--- src/rtl/cnn_pkg.sv ---
// cnn_pkg: shared CNN dimensions, derived pool geometry and pool readout FSM encoding
package cnn_pkg;
  localparam int CONV_W = 26;
  localparam int CONV_H = 26;
  localparam int NUM_FILTERS = 8;
  localparam int ACC_WIDTH = 32;
  localparam int ADDR_WIDTH = 13;
  localparam int POOL_W = CONV_W / 2;
  localparam int POOL_H = CONV_H / 2;
  localparam int MAP_SIZE = CONV_W * CONV_H;
  typedef enum logic [2:0] {IDLE, READ, DRAIN, EMIT, FIN} pool_state_t;
endpackage

--- src/rtl/pool_readout_ctrl_if.sv ---
// pool_readout_ctrl_if: feature-map BRAM read port plus pooled result valid/ready stream
interface pool_readout_ctrl_if
  import cnn_pkg::*;
#(
  parameter int ACC_WIDTH = cnn_pkg::ACC_WIDTH,
  parameter int ADDR_WIDTH = cnn_pkg::ADDR_WIDTH
);
  logic bram_rd_en;
  logic [ADDR_WIDTH-1:0] bram_addr;
  logic signed [ACC_WIDTH-1:0] bram_rd_data;
  logic out_valid;
  logic out_ready;
  logic out_last;
  logic signed [ACC_WIDTH-1:0] out_data;
  modport master(
    output bram_rd_en, bram_addr, out_valid, out_data, out_last,
    input bram_rd_data, out_ready
  );
  modport slave(
    input bram_rd_en, bram_addr, out_valid, out_data, out_last,
    output bram_rd_data, out_ready
  );
endinterface

--- src/rtl/pool_addr_gen.sv ---
// pool_addr_gen: filter/row/col/window counters and incremental 2x2 window BRAM address
module pool_addr_gen
  import cnn_pkg::*;
#(
  parameter int CONV_W = cnn_pkg::CONV_W,
  parameter int CONV_H = cnn_pkg::CONV_H,
  parameter int NUM_FILTERS = cnn_pkg::NUM_FILTERS,
  parameter int ADDR_WIDTH = cnn_pkg::ADDR_WIDTH
) (
  input  logic clk,
  input  logic rst_n,
  input  logic clr,
  input  logic step,
  input  logic adv,
  output logic [1:0] k,
  output logic [ADDR_WIDTH-1:0] addr,
  output logic last
);
  localparam int PW = CONV_W / 2;
  localparam int PH = CONV_H / 2;
  localparam int FW = NUM_FILTERS > 1 ? $clog2(NUM_FILTERS) : 1;
  localparam int RW = PH > 1 ? $clog2(PH) : 1;
  localparam int CW = PW > 1 ? $clog2(PW) : 1;
  logic [FW-1:0] f;
  logic [RW-1:0] r;
  logic [CW-1:0] c;
  logic [ADDR_WIDTH-1:0] row_base;
  logic [ADDR_WIDTH-1:0] col2;
  logic c_end, r_end, f_end;
  assign c_end = c == CW'(PW - 1);
  assign r_end = r == RW'(PH - 1);
  assign f_end = f == FW'(NUM_FILTERS - 1);
  assign last = f_end & r_end & c_end;
  assign addr = row_base + col2 + (k[1] ? ADDR_WIDTH'(CONV_W) : '0) + ADDR_WIDTH'(k[0]);
  // maps are back-to-back, so stepping two conv rows past a map's last pooled row lands on the next map
  always_ff @(posedge clk)
    if (!rst_n || clr) begin
      k <= '0;
      c <= '0;
      r <= '0;
      f <= '0;
      col2 <= '0;
      row_base <= '0;
    end else begin
      if (step) k <= k + 2'd1;
      if (adv) begin
        c <= c_end ? '0 : c + CW'(1);
        col2 <= c_end ? '0 : col2 + ADDR_WIDTH'(2);
        if (c_end) begin
          r <= r_end ? '0 : r + RW'(1);
          row_base <= last ? '0 : row_base + ADDR_WIDTH'(2 * CONV_W);
          if (r_end) f <= f_end ? '0 : f + FW'(1);
        end
      end
    end
endmodule

--- src/rtl/pool_readout_ctrl.sv ---
// pool_readout_ctrl: 2x2 stride-2 signed max-pool readout of the conv feature-map BRAM
module pool_readout_ctrl
  import cnn_pkg::*;
#(
  parameter int CONV_W = cnn_pkg::CONV_W,
  parameter int CONV_H = cnn_pkg::CONV_H,
  parameter int NUM_FILTERS = cnn_pkg::NUM_FILTERS,
  parameter int ACC_WIDTH = cnn_pkg::ACC_WIDTH,
  parameter int ADDR_WIDTH = cnn_pkg::ADDR_WIDTH
) (
  input  logic clk,
  input  logic rst_n,
  input  logic start,
  output logic busy,
  output logic done,
  pool_readout_ctrl_if.master bus
);
  pool_state_t state, state_nx;
  logic [1:0] k;
  logic last;
  logic smp, smp_first;
  logic signed [ACC_WIDTH-1:0] mx;
  pool_addr_gen #(
    .CONV_W(CONV_W),
    .CONV_H(CONV_H),
    .NUM_FILTERS(NUM_FILTERS),
    .ADDR_WIDTH(ADDR_WIDTH)
  ) u_addr (
    .clk(clk),
    .rst_n(rst_n),
    .clr(state == IDLE && start),
    .step(state == READ),
    .adv(state == EMIT && bus.out_ready),
    .k(k),
    .addr(bus.bram_addr),
    .last(last)
  );
  // state register
  always_ff @(posedge clk)
    if (!rst_n) state <= IDLE;
    else state <= state_nx;
  // next state: four reads, one drain for the last sample, then hold in EMIT until accepted
  always_comb begin
    state_nx = state == IDLE  ? (start ? READ : IDLE) :
               state == READ  ? (k == 2'd3 ? DRAIN : READ) :
               state == DRAIN ? EMIT :
               state == EMIT  ? (bus.out_ready ? (last ? FIN : READ) : EMIT) : IDLE;
  end
  // state-decoded control outputs
  always_comb begin
    busy = state == READ || state == DRAIN || state == EMIT;
    done = state == FIN;
    bus.bram_rd_en = state == READ;
    bus.out_valid = state == EMIT;
    bus.out_last = state == EMIT && last;
  end
  // running max loads the first sample outright; out_data only changes as the fourth sample lands
  always_ff @(posedge clk)
    if (!rst_n) begin
      smp <= 1'b0;
      smp_first <= 1'b0;
      mx <= '0;
      bus.out_data <= '0;
    end else begin
      smp <= state == READ;
      smp_first <= state == READ && k == 2'd0;
      if (smp) mx <= (smp_first || bus.bram_rd_data > mx) ? bus.bram_rd_data : mx;
      if (state == DRAIN) bus.out_data <= bus.bram_rd_data > mx ? bus.bram_rd_data : mx;
    end
endmodule

--- src/flat_wrapper.sv ---
// flat-port wrapper written by rule: the top's interface ports become plain ports
module pool_readout_ctrl_flat import cnn_pkg::*;
#(
  parameter int CONV_W = cnn_pkg::CONV_W,
  parameter int CONV_H = cnn_pkg::CONV_H,
  parameter int NUM_FILTERS = cnn_pkg::NUM_FILTERS,
  parameter int ACC_WIDTH = cnn_pkg::ACC_WIDTH,
  parameter int ADDR_WIDTH = cnn_pkg::ADDR_WIDTH
)
  (clk, rst_n, start, busy, done, bus_bram_rd_en, bus_bram_addr, bus_out_valid, bus_out_data, bus_out_last, bus_bram_rd_data, bus_out_ready);
  pool_readout_ctrl_if #(.ACC_WIDTH(ACC_WIDTH), .ADDR_WIDTH(ADDR_WIDTH)) bus_i ();
  input  logic clk;
  input  logic rst_n;
  input  logic start;
  output logic busy;
  output logic done;
  output wire logic [$bits(bus_i.bram_rd_en)-1:0] bus_bram_rd_en;
  output wire logic [$bits(bus_i.bram_addr)-1:0] bus_bram_addr;
  output wire logic [$bits(bus_i.out_valid)-1:0] bus_out_valid;
  output wire logic [$bits(bus_i.out_data)-1:0] bus_out_data;
  output wire logic [$bits(bus_i.out_last)-1:0] bus_out_last;
  input wire logic [$bits(bus_i.bram_rd_data)-1:0] bus_bram_rd_data;
  input wire logic [$bits(bus_i.out_ready)-1:0] bus_out_ready;
  assign bus_bram_rd_en = bus_i.bram_rd_en;
  assign bus_bram_addr = bus_i.bram_addr;
  assign bus_out_valid = bus_i.out_valid;
  assign bus_out_data = bus_i.out_data;
  assign bus_out_last = bus_i.out_last;
  assign bus_i.bram_rd_data = bus_bram_rd_data;
  assign bus_i.out_ready = bus_out_ready;
  pool_readout_ctrl #(.CONV_W(CONV_W), .CONV_H(CONV_H), .NUM_FILTERS(NUM_FILTERS), .ACC_WIDTH(ACC_WIDTH), .ADDR_WIDTH(ADDR_WIDTH)) u_core (.clk(clk), .rst_n(rst_n), .start(start), .busy(busy), .done(done), .bus(bus_i));
endmodule
--- config.mk ---
export PLATFORM = sky130hd
export DESIGN_NAME = pool_readout_ctrl_flat
export DESIGN_NICKNAME = d
export VERILOG_FILES = /design/src/rtl/cnn_pkg.sv /design/src/rtl/pool_readout_ctrl_if.sv /design/src/rtl/pool_addr_gen.sv /design/src/rtl/pool_readout_ctrl.sv /design/src/flat_wrapper.sv
export SDC_FILE = /design/constraint.sdc
export NUM_CORES = 1
export LEC_CHECK = 0
export BUFFER_PORTS_ARGS = -buffer_cell sky130_fd_sc_hd__clkbuf_2
export CORE_MARGIN = 2
export CORE_UTILIZATION = 35
export CTS_CLUSTER_SIZE = 28
export DETAILED_ROUTE_END_ITERATION = 8
export PLACE_DENSITY_LB_ADDON = 0.1
export SKIP_CTS_REPAIR_TIMING = 1
export SLEW_MARGIN = 20
export SYNTH_ARGS = -nofsm -noshare
export SYNTH_HDL_FRONTEND = slang
export SYNTH_SLANG_ARGS = --single-unit
--- constraint.sdc ---
create_clock -name clk -period 7.6 [get_ports clk]
set_input_delay 0.38 -clock clk [delete_from_list [all_inputs] [get_ports clk]]
set_output_delay 0.38 -clock clk [all_outputs]
set_load 0.005 [all_outputs]
==> Yosys cells after proc, flatten, opt, wreduce, memory -nomap -nowiden <==
Cells that the tools add are included.
{ "classes": {"n_addsub": 9, "n_lt_le_gt_ge": 1, "n_eq_ne": 8, "muxes": 15, "bitwise_logic": 2, "n_reduce_logical": 14} }
{ "ops": {"columns": ["cell", "count"], "rows": [
  ["$gt 32x32->1", 1],
  ["$mux 32", 1],
  ["$mux 13", 2],
  ["$mux 3", 7],
  ["$add 13x1->13", 1],
  ["$add 13x13->13", 1],
  ["$add 13x2->13 const B", 1],
  ["$add 13x5->13", 1],
  ["$add 13x6->13 const B", 1],
  ["$add 4x1->4 const B", 2],
  ["$eq 4x4->1 const B", 2],
  ["$mux 4", 2],
  ["$eq 3x2->1 const B", 2],
  ["$eq 3x3->1 const B", 2],
  ["$mux 5", 1],
  ["$logic_and 1x1->1", 4],
  ["$logic_or 1x1->1", 4],
  ["$reduce_and 2->1", 2],
  ["$add 3x1->3 const B", 1],
  ["$eq 3x1->1 const B", 1],
  ["$logic_not 3->1", 1],
  ["$reduce_and 3->1", 1],
  ["$add 2x1->2 const B", 1],
  ["$and 1x1->1", 2],
  ["other kinds (5)", 5]
]} }
{ "word_totals": {"register_bits": 108, "in_bits": 36, "output_inout_bits": 50, "word_cells": 60} }

==> Depth between registers and ports, before layout <==
Gate-level depths: netlist (run 1).
{ "logic_depth": {"depth_word": 9, "ltp_mapped": 12, "mapped_depth_nobuf": 10} }

==> Hierarchy <==
From an unflattened synthesis (run 1), not the netlist that was laid out.
{ "unflattened": {"cells_unflattened": 735, "hier_area_um2": 6257.3} }
{ "by_module_without_submodules": {"columns": ["module", "n_inst", "cells_per_inst", "area_each_um2", "seq_area_each_um2"], "rows": [
  ["pool_readout_ctrl", 1, 480, 3970.1, 1381.3],
  ["pool_addr_gen", 1, 255, 2287.2, 720.7]
]} }

==> Worst setup path before layout (run 1) <==
OpenSTA, ideal clock, no wires.
{ "synth_path": {"path_type": "register to output", "start": "register u_core.u_addr.k[1]", "end": "output bus_bram_addr[11]", "arrival_ns": 2.194, "required_time_ns": 7.220, "setup_slack_ns": 5.026, "stages_incl_launch_ff": 10, "path_buffers": 0, "path_cell_list": "dfxtp_1 fa_1 ha_1 a21o_1 a21oi_1 o21bai_1 a21oi_1 o211a_1 nand4b_1 nand3_1"} }
{ "synth_between": {"elab_chain_cells": 3} }
{ "synth_rtl": {"columns": ["item", "line", "source"], "rows": [
  ["from (decl)", "pool_addr_gen.sv:15", "output logic [1:0] k,"],
  ["from (signal assigned)", "pool_addr_gen.sv:45", "if (step) k <= k + 2'd1;"],
  ["$mux 5", "pool_addr_gen.sv:34", "assign addr = row_base + col2 + (k[1] ? ADDR_WIDTH'(CONV_W) : '0) + ADDR_WIDTH'(k[0]);"],
  ["$add 13x5->13", "pool_addr_gen.sv:34", null],
  ["$add 13x1->13", "pool_addr_gen.sv:34", null],
  ["to (decl)", "flat_wrapper.sv:18", "output wire logic [$bits(bus_i.bram_addr)-1:0] bus_bram_addr;"]
]} }
Every way passes these cells.

==> Worst setup path after layout (run 1) <==
{ "layout_path": {"start": "register u_core.mx[25]", "end": "register u_core.mx[29]"} }
{ "layout_between": {"elab_chain_cells": 3} }
{ "layout_rtl": {"columns": ["item", "line", "source"], "rows": [
  ["from (decl)", "pool_readout_ctrl.sv:22", "logic signed [ACC_WIDTH-1:0] mx;"],
  ["from (signal assigned)", "pool_readout_ctrl.sv:67", "if (smp) mx <= (smp_first || bus.bram_rd_data > mx) ? bus.bram_rd_data : mx;"],
  ["$gt 32x32->1", "pool_readout_ctrl.sv:67", null],
  ["$logic_or 1x1->1", "pool_readout_ctrl.sv:67", null],
  ["$reduce_and 2->1 (no source line)", null, null]
]} }
Every way passes these cells.
A chain may end at the register's enable or synchronous reset.

==> results of run 1 <==
final timing paths:
| check | start | end | slack, ns | depth (start not counted) |
|---|---|---|---|---|
| worst max-delay path | u_core.mx[25]$_SDFFE_PN0P_ | u_core.mx[29]$_SDFFE_PN0P_ | 3.72 | 10 |
| worst min register to register | u_core.u_addr.f[1]$_SDFFE_PP0P_ | u_core.u_addr.f[1]$_SDFFE_PP0P_ | 0.47 | 2 |
| worst min-delay path | bus_bram_rd_data[8] | u_core.mx[8]$_SDFFE_PN0P_ | 0.28 | 3 |
| worst max register to register | u_core.mx[25]$_SDFFE_PN0P_ | u_core.mx[29]$_SDFFE_PN0P_ | 3.72 | 10 |
power by group:
part | switching [mW] | internal (mW)
Clock | 0.218 | 0.225
Combinational | 0.0832 | 0.0423
Sequential | 0.00705 | 0.558
worst reg2reg max path: cells and delay by family (launching register included):
kind / cells / cell delay (ns)
compound gates: 2 / 0.94
fa+ha+maj: 1 / 0.30
buf+inv: 3 / 0.83
flops: 1 / 0.39
mux: 1 / 0.25
simple gates: 3 / 1.08
area by class of cell:
class                      count  area [um^2]  area share
tap                          225        281.5     0.03987
inverter                      50        187.7     0.02658
timing repair buffer          91        470.5     0.06662
sequential                   105         2102      0.2977
multi-input combinational    533         3745      0.5303
clock buffer                  11        232.7     0.03296
clock inverter                 5        42.54    0.006024
state kept, by name, indices dropped and copies added, names as in the netlist, 3 cells and up:
name,count
u_core.bus.out_data,32
u_core.mx,32
u_core.u_addr.col2,12
u_core.u_addr.row_base,11
u_core.u_addr.c,4
u_core.u_addr.r,4
u_core.state,3
u_core.u_addr.f,3
metrics by stage:
stage	total power [mW]	cells	hold WS (ns)
floorplan	0.6687	729	0.4356
global placement	0.7014	1004	0.4480
detailed placement	0.7042	1004	0.4601
CTS	1.148	1020	0.2756
global route	1.188	1020	0.2901
finish	1.133	1020	0.2821
per-layer routing:
layer | share of wire | global-route usage | up-vias
li1 | - | - | 2658
met1 | 0.50 | 0.2262 | 2410
met2 | 0.44 | 0.2568 | 101
met3 | 0.048 | 0.03311 | 14
met4 | 0.015 | 0.05498 | 0
met5 | 0 | 0 | -
layout by cell type (no fill, tap or decap), drive strengths merged, types with 3 or more instances in the layout:
master / count
ha: 62
clkinv: 4
inv: 50
and3: 4
nand2b: 5
a211oi: 66
nand3: 8
clkbuf: 95
nand2: 104
nand4: 15
mux2i: 32
buf: 7
o211ai: 3
nor3: 8
o21ai: 45
dfxtp: 105
a21o: 5
fa: 3
xnor2: 13
xor2: 22
and2: 4
a21oi: 36
nor2: 70
or3: 6
kinds of logic after synthesis:
family | after synthesis
AND/OR/NAND/NOR | 233
AO/OA/AOI/OAI | 167
flip-flops | 105
buffers and inverters | 91
adder cells (fa/ha/maj) | 65
XOR/XNOR | 35
multiplexers | 32
other | 1
==> flow_metrics.env, run 1 <==
export IMPL_status="complete, no violations"
export IMPL_synth_simple_area_share=0.1629
export IMPL_synthMuxAreaShare=0.05128
export IMPL_rsz0062_at_grt="no"
export IMPL_synth_seq_cells=105
export IMPL_initial_core_util=0.3599
export IMPL_viasPerCell=5.081
export IMPL_ant_nets=0
export IMPL_dpl_hpwl_um=10620
export IMPL_io_buffers=85
export IMPL_clock_path_buffers=2
export IMPL_antenna_found_initial=0
export IMPL_nFillCells=1760
export IMPL_grt_overflow=0
export IMPL_die_h_um=137.6
export IMPL_die_x_um=137.6
export IMPL_synthFlopType="dfxtp_1"
export IMPL_crit_path_end_kind="flop"
export IMPL_synth_cells=729
export IMPL_layout_setup_ws_ns=3.725
export IMPL_cpMostUsedCell="buf_4"
export IMPL_ys_seq_area_frac=0.3365
export IMPL_setup_worst_path_class="flop to flop"
export IMPL_cts_buffers=9
export IMPL_dieArea_um2=18930
export IMPL_cts_htree_levels=3
export IMPL_wl_per_cell_um=14.59
export IMPL_io_pins=86
export IMPL_final_area_um2=7062
export IMPL_cts_sinks=105
export IMPL_synth_top_area_frac=0.3365
export IMPL_yosys_top_cells_area="dfxtp_1, ha_1, nand2_1"
export IMPL_power_density_nw_per_um2=160.5
export IMPL_grt_usage=0.1644
export IMPL_num_nets_final=891
export IMPL_maxCapViolCount=0
export IMPL_first_pass_iters=4
export IMPL_worst_path_max_delay_cell="a31oi_4"
export IMPL_finalSetupViolations=0
export IMPL_maxSlewHeadroom=0.3021
export IMPL_fmax_mhz=258.0
export IMPL_grt_pass1_vias=4871
export IMPL_hold_violations=0
export IMPL_path_delay_family="simple AND/OR/NAND/NOR gates"
export IMPL_tightest_slew_ns=1.047
export IMPL_synth_edf_count=0
export IMPL_synth_fa_ha_area_frac=0.1338
export IMPL_crit_required_ns=7.88
export IMPL_hold_path_class="input port to flop"
export IMPL_post_dp_cell_area_um2=6787
export IMPL_cts_tree="done"
export IMPL_start_kind="flop"
export IMPL_period_minus_slack_ns=3.875
export IMPL_synth_compound_area_share=0.1993
export IMPL_synthArstFlopShare=0
export IMPL_grt_pass1_wl_um=24440
export IMPL_drive_above_1_share=0.1786
export IMPL_vias=5183
export IMPL_max_stage_delay_ns=0.65
export IMPL_synth_top_family_by_area="compound AO/OA/AOI/OAI gates"
export IMPL_syn_nets=830
export IMPL_synth_warnings=0
export IMPL_synth_area_leader_cell="dfxtp_1"
export IMPL_drv_slew=0
export IMPL_path_clk_slew_ns=0.07
export IMPL_grt_max_degree=102
export IMPL_core_area_um2=17360
export IMPL_drc=0
export IMPL_arrival_ns=4.16
export IMPL_areaGrowthSynthToFinish_pct=13.06
export IMPL_row_count=48
export IMPL_avgSynthCellArea_um2=8.568
export IMPL_dp_slack_ns=3.622
export IMPL_synth_distinct_cells=47
export IMPL_finalCritPeriodShare=0.5099
export IMPL_skew_ns=0.007160
export IMPL_crit_chain="inv_1 > ha_1 > nand4_1 > or4_4 > nor3_1 > o311ai_4 > buf_4 > a31oi_4 > buf_4 > mux2i_1"
export IMPL_synth_xor_area_share=0.04908
export IMPL_final_core_util=0.4069
export IMPL_ir_drop_uv=104.5
export IMPL_wirelength_um=14880
export IMPL_insertion_delay_ns=0.36
export IMPL_drtIter0Drc=227
export IMPL_yosysMostFrequentCell="dfxtp_1"
export IMPL_fin_tns_setup_ns=0
export IMPL_num_antenna_cells=0
export IMPL_power_leakage_nw=2.928
export IMPL_cts_root_buffer="clkbuf_16"
export IMPL_cp_max_fo=18
export IMPL_place_congestion=0.8001
export IMPL_netlist_top_cells_count="dfxtp_1, nand2_1, nor2_1"
export IMPL_path_buf_inv=3
export IMPL_synth_area_um2=6246
Power figures use the tool's default switching activity.
==> inputs of run 2 (changes only) <==
==> constraint.sdc (replaced) <==
create_clock -name clk -period 3.4 [get_ports clk]
set_input_delay 0.17 -clock clk [delete_from_list [all_inputs] [get_ports clk]]
set_output_delay 0.17 -clock clk [all_outputs]
set_load 0.005 [all_outputs]
==> run 2 against run 1 <==
  * Critical path depth decreased by 1
  * Sequential power grew 120%
  * Die area unchanged
==> flow_metrics.env, run 2 (same netlist as run 1, synthesis figures left out) <==
export IMPL_status="complete, no violations"
export IMPL_reg_largest_list="u_core.bus.out_data (32), u_core.mx (32), u_core.u_addr.col2 (12)"
export IMPL_num_antenna_cells=0
export IMPL_period_minus_slack_ns=3.227
export IMPL_layout_common_cells="dfxtp_1, nand2_1, clkbuf_2"
export IMPL_path_clk_slew_ns=0.07
export IMPL_grt_pass1_vias=5100
export IMPL_final_area_um2=7187
export IMPL_drv_slew=0
export IMPL_setup_worst_path_class="flop to output port"
export IMPL_die_x_um=137.6
export IMPL_maxCapViolCount=0
export IMPL_row_count=48
export IMPL_cts_buffers=9
export IMPL_insertion_delay_ns=0.36
export IMPL_clock_path_buffers=2
export IMPL_die_h_um=137.6
export IMPL_antenna_found_initial=0
export IMPL_drtIter0Drc=233
export IMPL_path_buf_inv=1
export IMPL_worst_path_max_delay_cell="dfxtp_1"
export IMPL_crit_path_end_kind="output port"
export IMPL_io_pins=86
export IMPL_io_buffers=85
export IMPL_crit_required_ns=3.23
export IMPL_cts_tree="done"
export IMPL_power_leakage_nw=2.996
export IMPL_max_stage_delay_ns=0.53
export IMPL_fmax_mhz=309.9
export IMPL_skew_ns=0.006560
export IMPL_maxSlewHeadroom=0.4873
export IMPL_finalSetupViolations=0
export IMPL_fin_tns_setup_ns=0
export IMPL_rsz0062_at_grt="no"
export IMPL_power_density_nw_per_um2=378.6
export IMPL_tightest_slew_ns=0.7632
export IMPL_vias=5170
export IMPL_drc=0
export IMPL_grt_usage=0.1691
export IMPL_arrival_ns=3.06
export IMPL_ir_drop_uv=244.5
export IMPL_nFillCells=1763
export IMPL_dpl_hpwl_um=11130
export IMPL_start_kind="flop"
export IMPL_place_congestion=0.7678
export IMPL_grt_overflow=0
export IMPL_grt_max_degree=82
export IMPL_wl_per_cell_um=14.91
export IMPL_core_area_um2=17360
export IMPL_num_nets_final=899
export IMPL_dieArea_um2=18930
export IMPL_finalCritPeriodShare=0.9492
export IMPL_crit_chain="fa_1 > ha_1 > a21o_1 > a21oi_1 > o21ai_0 > a41oi_1 > a21oi_1 > xnor2_1 > clkbuf_2"
export IMPL_initial_core_util=0.3599
export IMPL_cp_max_fo=5
export IMPL_ant_nets=0
export IMPL_final_core_util=0.4141
export IMPL_post_dp_cell_area_um2=6859
export IMPL_final_common_cell="dfxtp_1"
export IMPL_cpMostUsedCell="a21oi_1"
export IMPL_drive_above_1_share=0.1893
export IMPL_path_delay_family="compound AO/OA/AOI/OAI gates"
export IMPL_cts_htree_levels=3
export IMPL_viasPerCell=5.029
export IMPL_cts_sinks=105
export IMPL_wirelength_um=15330
export IMPL_hold_path_class="input port to flop"
export IMPL_areaGrowthSynthToFinish_pct=15.06
export IMPL_hold_violations=0
export IMPL_first_pass_iters=4
export IMPL_cts_root_buffer="clkbuf_16"
export IMPL_grt_pass1_wl_um=25300
[run 2: cell types whose count changed in the layout (fill, tap and decap cells not counted)]
cell / delta
buf_4: +7
clkinv_2: +1
bufinv_16: +2
o21ai_1: -1
inv_6: +1
clkinvlp_4: +1
clkinv_4: -4
buf_12: +1
clkbuf_1: -2
o21ai_0: +1
clkbuf_8: +1
[run 2: layer usage]
layer,global-route usage,up-vias,wire length [um]
li1,-,2666,-
met1,0.2378,2411,7871
met2,0.2648,76,6746
met3,0.02465,17,454
met4,0.05670,0,252
met5,0,-,0
[run 2: path summary, 6_finish.rpt]
check                             startpoint                              end  slack, ns  depth (start not counted)
max reg2reg       u_core.mx[27]$_SDFFE_PN0P_        u_core.mx[1]$_SDFFE_PN0P_       0.42                          9
min                      bus_bram_rd_data[3]        u_core.mx[3]$_SDFFE_PN0P_       0.07                          3
max          u_core.u_addr.k[1]$_SDFFE_PP0P_                bus_bram_addr[12]       0.17                          9
min reg2reg  u_core.u_addr.f[1]$_SDFFE_PP0P_  u_core.u_addr.f[1]$_SDFFE_PP0P_       0.47                          2
[run 2: power breakdown]
part	internal (mW)	leakage (nW)	switching [mW]
Sequential	1.25	0.848	0.0154
Clock	0.667	0.155	0.491
Combinational	0.108	1.99	0.192
Total	2.02	3.00	0.699
[run 2: final cells by class]
| class | count | area (um^2) | share of cell area |
|---|---|---|---|
| Inverter | 50 | 187.7 | 0.02611 |
| Clock buffer | 10 | 239.0 | 0.03325 |
| Sequential cell | 105 | 2102 | 0.2925 |
| Clock inverter | 6 | 88.84 | 0.01236 |
| Tap cell | 225 | 281.5 | 0.03917 |
| Multi-Input combinational cell | 533 | 3745 | 0.5211 |
| Timing Repair Buffer | 99 | 543.0 | 0.07556 |
[run 2: through the flow]
| step | setup WS (ns) | total power, mW | cells | hold slack (ns) |
|---|---|---|---|---|
| final | 0.1728 | 2.721 | 1028 | 0.07415 |
| after CTS | 0.1737 | 2.756 | 1028 | 0.06918 |
| after floorplan | 0.8874 | 1.495 | 729 | 0.3121 |
| after detailed placement | 0.4162 | 1.594 | 1012 | 0.4516 |
| after global routing | 0.001404 | 2.839 | 1028 | 0.08312 |
| after global placement | 0.5044 | 1.587 | 1012 | 0.4410 |
[run 2: tightest hold or removal path, delay by kind of cell]
kind,cells,cell delay (ns)
multiplexers,1,0.05
buffers and inverters,1,0.11
AND/OR/NAND/NOR,1,0.06
